==> src/rtl/fib_sequencer.sv <==
// Free-running Fibonacci term generator: steps F(0)..F(N-1), one term per clock,
// then parks on the last term until the next reset.
module fib_sequencer #(
  parameter int N     = 10,
  parameter int WIDTH = 32
) (
  input  logic             clk,
  input  logic             reset,
  output logic [WIDTH-1:0] fib_out,
  output logic [5:0]       fib_idx,
  output logic             done
);

  typedef enum logic {
    RUN,
    HOLD
  } state_t;

  localparam logic [5:0] LAST_IDX = 6'(N - 1);

  state_t           state;
  logic [WIDTH-1:0] nxt;

  // fib_out is the cur register; nxt may wrap past the last term but is never exposed.
  always_ff @(posedge clk or negedge reset) begin
    if (!reset) begin
      state   <= RUN;
      fib_out <= '0;
      nxt     <= WIDTH'(1);
      fib_idx <= '0;
      done    <= 1'b0;
    end else begin
      case (state)
        RUN: begin
          if (fib_idx == LAST_IDX) begin
            // Only reachable with N==1, where the first term is already the last.
            state <= HOLD;
            done  <= 1'b1;
          end else begin
            fib_out <= nxt;
            nxt     <= fib_out + nxt;
            fib_idx <= fib_idx + 6'd1;
            if (fib_idx + 6'd1 == LAST_IDX) begin
              state <= HOLD;
              done  <= 1'b1;
            end
          end
        end
        HOLD: begin
          done <= 1'b1;
        end
        default: begin
          state <= RUN;
        end
      endcase
    end
  end

endmodule

==> config.mk <==
export PLATFORM = sky130hd
export DESIGN_NAME = fib_sequencer
export DESIGN_NICKNAME = d
export VERILOG_FILES = /design/src/rtl/fib_sequencer.sv
export SDC_FILE = /design/constraint.sdc
export NUM_CORES = 1
export LEC_CHECK = 0
export CAP_MARGIN = 20
export CORE_MARGIN = 4
export CORE_UTILIZATION = 57
export DETAILED_ROUTE_END_ITERATION = 10
export PLACE_DENSITY_LB_ADDON = 0.2
export SYNTH_ARGS = -nofsm -noshare
export SYNTH_HDL_FRONTEND = slang
export SYNTH_SLANG_ARGS = --single-unit
==> constraint.sdc <==
create_clock -name clk -period 3.3 [get_ports clk]
set_clock_uncertainty 0.2 [all_clocks]
set_input_delay 0.495 -clock clk [delete_from_list [all_inputs] [get_ports clk]]
set_output_delay 0.495 -clock clk [all_outputs]
set_load 0.005 [all_outputs]
# Yosys cells after proc, flatten, opt, wreduce, memory -nomap -nowiden
# Cells that the tools add are included.
# W data, S select, Z words.
# op_classes
add_sub_neg,2
multipliers,0
div,0
magnitude_cmp,0
eq_ne,3
shift,0
n_mux,6
bitwise,2
n_reduce_logical,1
# op_table
operator,n
$add A32 B32 Y32,1
$eq A6 B4 Y1 const B,2
$add A6 B1 Y6 const B,1
$mux W1,5
$ne A3 B3 Y1 const B,1
$not A1 Y1,2
$pmux W1 S2,1
$reduce_and A2 Y1,1
# totals
register_bits,72
latch_bits,0
ram_bits,0
romBits,0
inputBits,2
out_inout_bits,39
word_cells,19
memories,0

# Logic depth before layout (Yosys ltp)
# Gate-level depths: netlist (run 1).
# logic_depth
word_depth,5
ltp_mapped,10
ltp_nobuf,10

# Worst setup path before layout (run 1)
# Ideal clock, no wire load.
# synth_path
path_kind,register -> register
from,register fib_out[12]
to,register nxt[23]
setup_time_ps,131
t_arrival_ps,2494
t_required_ps,2969
path_slack_ps,475
stages_incl_launch_ff,11
n_path_buf,1
period_less_slack_ps,2825
cell_sequence,dfrtp_1 > ha_1 > buf_6 > and2_4 > a2111o_1 > o31ai_4 > a211oi_2 > or3_1 > a21oi_2 > xor2_1 > o21ai_1
# synth_via
elab_chain_cells,1
# synth_rtl
item,line_no,text
"start, declared",9,"output logic [WIDTH-1:0] fib_out,"
"start signal, assigned",40,fib_out <= nxt;
$add A32 B32 Y32,41,nxt <= fib_out + nxt;
"end signal, assigned",41,
"end, declared",22,logic [WIDTH-1:0] nxt;
# No other way between the ends.
# A chain may end at the register's enable or synchronous reset.

# Worst setup path in the final report (run 1)
# layout_path
from,register fib_out[14]
to,register nxt[31]
# Same word-level chain as after synthesis.

==> results of run 1 <==
## area by class of cell
cell class | count | area, um^2
multi-input cells | 418 | 2510
fillers | 624 | 2280
flip-flops and latches | 72 | 1800
repair buffers | 48 | 470
clock buffers | 14 | 163
well taps | 99 | 124
inverters | 12 | 45.0
clock inverters | 2 | 13.8
## sequential cells by signal, summed over array words and instances (netlist names)
signal	flops
done	1
fib_idx	6
fib_out	32
nxt	32
state	1
## through the flow
stage | cell area [um^2] | cells | hold slack [ns] | setup slack, ns | utilization
floorplan | 4420 | 523 | -0.000591 | 0.475 | -
global placement | 4920 | 647 | 0.257 | 0.410 | 0.664
detailed placement | 4920 | 647 | 0.267 | 0.335 | 0.664
CTS | 5090 | 663 | 0.151 | 0.314 | 0.688
global route | 5120 | 665 | 0.295 | 0.0691 | 0.692
finish | 5120 | 665 | 0.278 | 0.291 | 0.692
## kinds of logic after synthesis
family,count (synthesis)
adders and majority gates,35
AOI/OAI and AO/OA,124
buffers and inverters,33
and+or+nand+nor,230
DFF,72
muxes,1
xor gates and xnor gates,28
## worst register-to-register path, stage by stage, from the launching register on
cell,delay (ns)
dfrtp_1,0.41
ha_1,0.40
nand2_1,0.14
a311oi_1,0.43
o31ai_4,0.16
a211oi_2,0.36
o21ai_1,0.18
a21oi_1,0.25
mux2i_1,0.26
xor2_1,0.15
## worst max path at each step
stage | from | end | slack (ns) | cells after the start
after detailed placement | fib_out[12] | nxt[23] | 0.33 | 9
after CTS | fib_out[4] | nxt[31] | 0.31 | 9
after global placement | fib_out[14] | nxt[31] | 0.41 | 9
final | fib_out[14] | nxt[31] | 0.29 | 9
after floorplan | fib_out[12] | nxt[23] | 0.48 | 10
after global routing | fib_out[4] | nxt[31] | 0.07 | 9
## power by group
group	total, W	internal [W]	switching [W]
Clock	0.000632	0.000316	0.000316
Combinational	0.0000232	0.00000519	0.0000180
Sequential	0.000882	0.000882	0
Total	0.00154	0.00120	0.000334
## cells in the final DEF, fill, tap and decap left out, types with 2 or more instances in the layout
cell type	instances
a21boi_0	3
buf_4	6
clkdlybuf4s50_1	39
nand2_1	163
a21oi_1	30
nand2b_1	4
o21ai_1	10
o211ai_1	4
o31ai_2	2
o21ai_0	27
a31oi_1	5
nand3_1	9
or2_2	2
a211o_1	2
xor2_1	13
a21o_1	13
o221ai_1	2
nor2_1	17
nor4_1	3
clkbuf_1	3
xnor2_1	15
inv_1	12
and3_1	4
o22ai_1	3
a211oi_1	7
dfrtp_1	71
clkbuf_8	11
o31ai_1	4
nor3_1	5
nor2b_1	3
nand4_1	7
ha_1	34
or3_1	4
## layer usage
metal	vias up	part of all wire	wire length, um	track usage
met5	-	0	0	0
met4	0	0.011	103	0.0758
met3	12	0.030	280	0.0367
met2	56	0.49	4640	0.380
met1	1801	0.47	4410	0.282
li1	1887	-	-	-
==> results.json, run 1 <==
{
  "status": "finished, final reports clean",
  "place.gp.congestion": 0.909,
  "synth_top_family_by_area": "simple AND/OR/NAND/NOR gates",
  "rsz0062_at_grt": "no",
  "r2r_end": "nxt[31]",
  "grt_use_total": 0.222,
  "ys_seq_area_frac": 0.408,
  "cts_buffer_depth": 2,
  "yosys-mux-area-fraction": 0.00226,
  "path_cells": "ha_1 > nand2_1 > a311oi_1 > o31ai_4 > a211oi_2 > o21ai_1 > a21oi_1 > mux2i_1 > xor2_1",
  "cts_tree": "yes",
  "synth.avg_cell_area_um2": 8.46,
  "synthCells": 523,
  "drive_gt1_frac": 0.0583,
  "wl_per_cell_um": 14.2,
  "hold_viol_final": 0,
  "path_delay_family": "compound AO/OA/AOI/OAI gates",
  "post-route-drc-count": 0,
  "antenna_found_initial": 0,
  "ys_ff_latch": 72,
  "tns_ns": 0,
  "detailedPlacementHpwl_um": 6800,
  "ir_drop_uv": 188,
  "area_growth_pct": 15.8,
  "ant_nets": 0,
  "setup_viol": 0,
  "cts_hold_buffers": 0,
  "die_area_um2": 9240,
  "syn_nets": 560,
  "synthArstFlopShare": 1.00,
  "synth_area_um2": 4420,
  "yosys.area.top_type": "dfrtp_1",
  "drv_slew": 0,
  "leakage_nw": 2.49,
  "first_global_vias": 3700,
  "via_per_inst": 5.65,
  "dr.pass1.iters": 5,
  "rows": 31,
  "finalCritPeriodShare": 0.912,
  "grt-ovfl-total": 0,
  "yosysWarnings": 0,
  "drv_cap": 0,
  "die_y_um": 96.1,
  "insertion_delay_ns": 0.34,
  "worst-path-buf-inv": 0,
  "yosysMostFrequentCell": "nand2_1",
  "slew_headroom": 0.328,
  "synth_xor_area_frac": 0.0554,
  "synth_area_leaders": "dfrtp_1, nand2_1, ha_1",
  "timing.rr.start": "fib_out[14]",
  "cts_buffers": 9,
  "coreArea_um2": 7410,
  "yosys.area.top_type_share": 0.402,
  "r2r_cells": 9,
  "initial_core_util": 0.597,
  "hold_class": "reg -> reg",
  "crit_arrival_ns": 3.08,
  "setup.worst_path.end_class": "register",
  "cts_root_buf": "clkbuf_8",
  "fin_total_pwr_w": 0.00154,
  "cts.repair.resized": 0,
  "hold_end": "nxt[0]",
  "required_ns": 3.37,
  "power.density_nw_per_um2": 300,
  "synth_cell_type_count": 55,
  "startpoint_type": "register",
  "cpMaxStageDelayCell": "a311oi_1",
  "finalNetCount": 598,
  "port_buffers": 40,
  "synthAdderAreaFrac": 0.101,
  "cp_max_fo": 5,
  "min_path_cells": 2,
  "criticalPathCategory": "reg -> reg",
  "fmax_mhz": 332,
  "post-cts-setup-buffers": 0,
  "synth_simple_gate_area_frac": 0.223,
  "synth_commonest_cells": "nand2_1, dfrtp_1, ha_1",
  "pin_count": 41,
  "grt_pass1_wl_um": 16300,
  "cts.htree.levels": 3,
  "tightestPinTransition_ns": 1.01,
  "synth_compound_area_frac": 0.182,
  "cpPeakStageDelay_ns": 0.43,
  "post-route-min-period_ns": 3.01,
  "drt_iter0_drc": 224,
  "antennaDiodeCount": 0,
  "cts.sinks": 72,
  "die_w_um": 96.1,
  "grt_max_degree": 45,
  "vias": 3756,
  "r2r_setup_slack_ns": 0.29,
  "synth_edf_count": 0,
  "min_from": "nxt[0]",
  "wl_um": 9430,
  "ys.flop_type": "dfrtp_1",
  "clkTransAtPathRegs_ns": 0.07
}
Note: power is estimated with default switching activity, not from simulation.
==> inputs of run 2 (changes only) <==
CORE_MARGIN = not set   (was 4)
HOLD_SLACK_MARGIN = 0.06   (was not set)
==> run 2 against run 1 <==
Compared with the run above: utilization grew 0.36 points; clock power increased by 7.0%; non-clock buffer count decreased by 3; combinational power decreased by 11%; sequential cell count stayed put; sequential power about the same; count of clock-buffer cells in the layout fell by 3; first-iteration DRC count down 19%; register-to-register slack got worse by 0.02 ns; worst setup slack worse by 0.020 ns; sequential share of layout area stayed put; critical path type unchanged.
==> results.json, run 2 (synthesis results as in run 1) <==
{
  "r2r_end": "nxt[31]",
  "via_per_inst": 5.57,
  "status": "finished, final reports clean",
  "die_w_um": 90.1,
  "min_path_cells": 1,
  "grt_max_degree": 53,
  "drt_iter0_drc": 181,
  "detailedPlacementHpwl_um": 6510,
  "antennaDiodeCount": 0,
  "power.density_nw_per_um2": 308,
  "tns_ns": 0,
  "cp_max_fo": 4,
  "antenna_found_initial": 0,
  "final_common_cell": "nand2_1",
  "cts_tree": "yes",
  "initial_core_util": 0.600,
  "timing.rr.start": "fib_out[4]",
  "clkTransAtPathRegs_ns": 0.07,
  "cts_root_buf": "clkbuf_8",
  "ir_drop_uv": 240,
  "crit_arrival_ns": 3.10,
  "first_global_vias": 3618,
  "r2r_setup_slack_ns": 0.27,
  "place.gp.congestion": 0.854,
  "drv_slew": 0,
  "cts.htree.levels": 3,
  "area_growth_pct": 15.8,
  "dr.pass1.iters": 4,
  "finalCritPeriodShare": 0.918,
  "setup.worst_path.end_class": "register",
  "leakage_nw": 2.49,
  "rsz0062_at_grt": "no",
  "finalNetCount": 595,
  "grt_pass1_wl_um": 16100,
  "r2r_cells": 9,
  "insertion_delay_ns": 0.34,
  "setup_viol": 0,
  "coreArea_um2": 7370,
  "post-route-util": 0.695,
  "hold_end": "nxt[31]",
  "min_from": "nxt[31]",
  "post-route-min-period_ns": 3.03,
  "reg_top3": "fib_out: 32 flops, nxt: 32 flops, fib_idx: 6 flops",
  "design_area_um2": 5120,
  "tightestPinTransition_ns": 1.02,
  "slew_headroom": 0.322,
  "criticalPathCategory": "reg -> reg",
  "die_area_um2": 8120,
  "port_buffers": 40,
  "hold_class": "reg -> reg",
  "grt-ovfl-total": 0,
  "cts.sinks": 72,
  "rows": 31,
  "wl_um": 9160,
  "drv_cap": 0,
  "post-route-drc-count": 0,
  "hold_viol_final": 0,
  "grt_use_total": 0.242,
  "die_y_um": 90.1,
  "drive_gt1_frac": 0.0552,
  "fmax_mhz": 330,
  "layout_common_cells": "nand2_1, dfrtp_1, clkdlybuf4s50_1",
  "required_ns": 3.37,
  "ant_nets": 0,
  "cts_buffer_depth": 2,
  "pin_count": 41,
  "vias": 3679,
  "dpl_cell_area_um2": 4930,
  "cts_buffers": 9,
  "startpoint_type": "register",
  "wl_per_cell_um": 13.9
}
[run 2: changes by cell type in the layout (fill, tap and decap cells not counted), sizes merged]
cell | before | now
clkinv | 2 | 3
bufinv | 0 | 1
clkbuf | 14 | 11
buf | 8 | 5
[run 2: worst max-delay path, cell delays in order (launching register included)]
cell and delay (ns):
dfrtp_1 0.40, ha_1 0.34, nand2_1 0.11, o31ai_2 0.43, o211ai_1 0.21, a211oi_2 0.44
o21ai_1 0.19, a21oi_1 0.22, mux2i_1 0.26, xor2_1 0.16
[run 2: how the worst max path moves through the flow]
stage | to | from | cells past startpoint | slack (ns)
CTS | nxt[31] | fib_out[4] | 9 | 0.30
global placement | nxt[23] | fib_out[12] | 9 | 0.42
floorplan | nxt[23] | fib_out[12] | 10 | 0.48
global route | nxt[31] | nxt[4] | 9 | 0.13
finish | nxt[31] | fib_out[4] | 9 | 0.27
detailed placement | nxt[31] | fib_out[14] | 9 | 0.32
[run 2: power by group]
part	total, W	internal [W]	switching (W)
Sequential	0.000882	0.000882	0
Combinational	0.0000206	0.00000359	0.0000170
Clock	0.000676	0.000362	0.000314
Total	0.00158	0.00125	0.000331
[run 2: repair_timing]
action	in CTS	in global routing
resized for setup	0	0
hold buffers	1	0
buffers inserted	0	0
setup endpoints to repair	0	0
endpoints found under the hold margin	30	0
[run 2: area by class of cell]
class / count / area, um^2
Clock buffer: 11 / 141
Multi-Input combinational cell: 418 / 2510
Tap cell: 99 / 124
Clock inverter: 4 / 45.0
Fill cell: 590 / 2240
Sequential cell: 72 / 1800
Inverter: 12 / 45.0
Timing Repair Buffer: 45 / 460
[run 2: metal layers]
layer	track usage	share of wire	vias to the layer above
met5	0	0	-
li1	-	-	1878
met3	0.0398	0.041	8
met2	0.406	0.47	79
met1	0.314	0.48	1714
met4	0.0887	0.012	0
[run 2: through the flow]
step / hold slack, ns / instances / power [W] / setup slack, ns
6_report: 0.278 / 661 / 0.00158 / 0.270
3_5_place_dp: 0.270 / 645 / 0.000920 / 0.323
5_1_grt: 0.291 / 661 / 0.00164 / 0.134
4_1_cts: 0.280 / 661 / 0.00160 / 0.301
2_1_floorplan: -0.000591 / 523 / 0.000899 / 0.475
3_3_place_gp: 0.256 / 645 / 0.000920 / 0.421
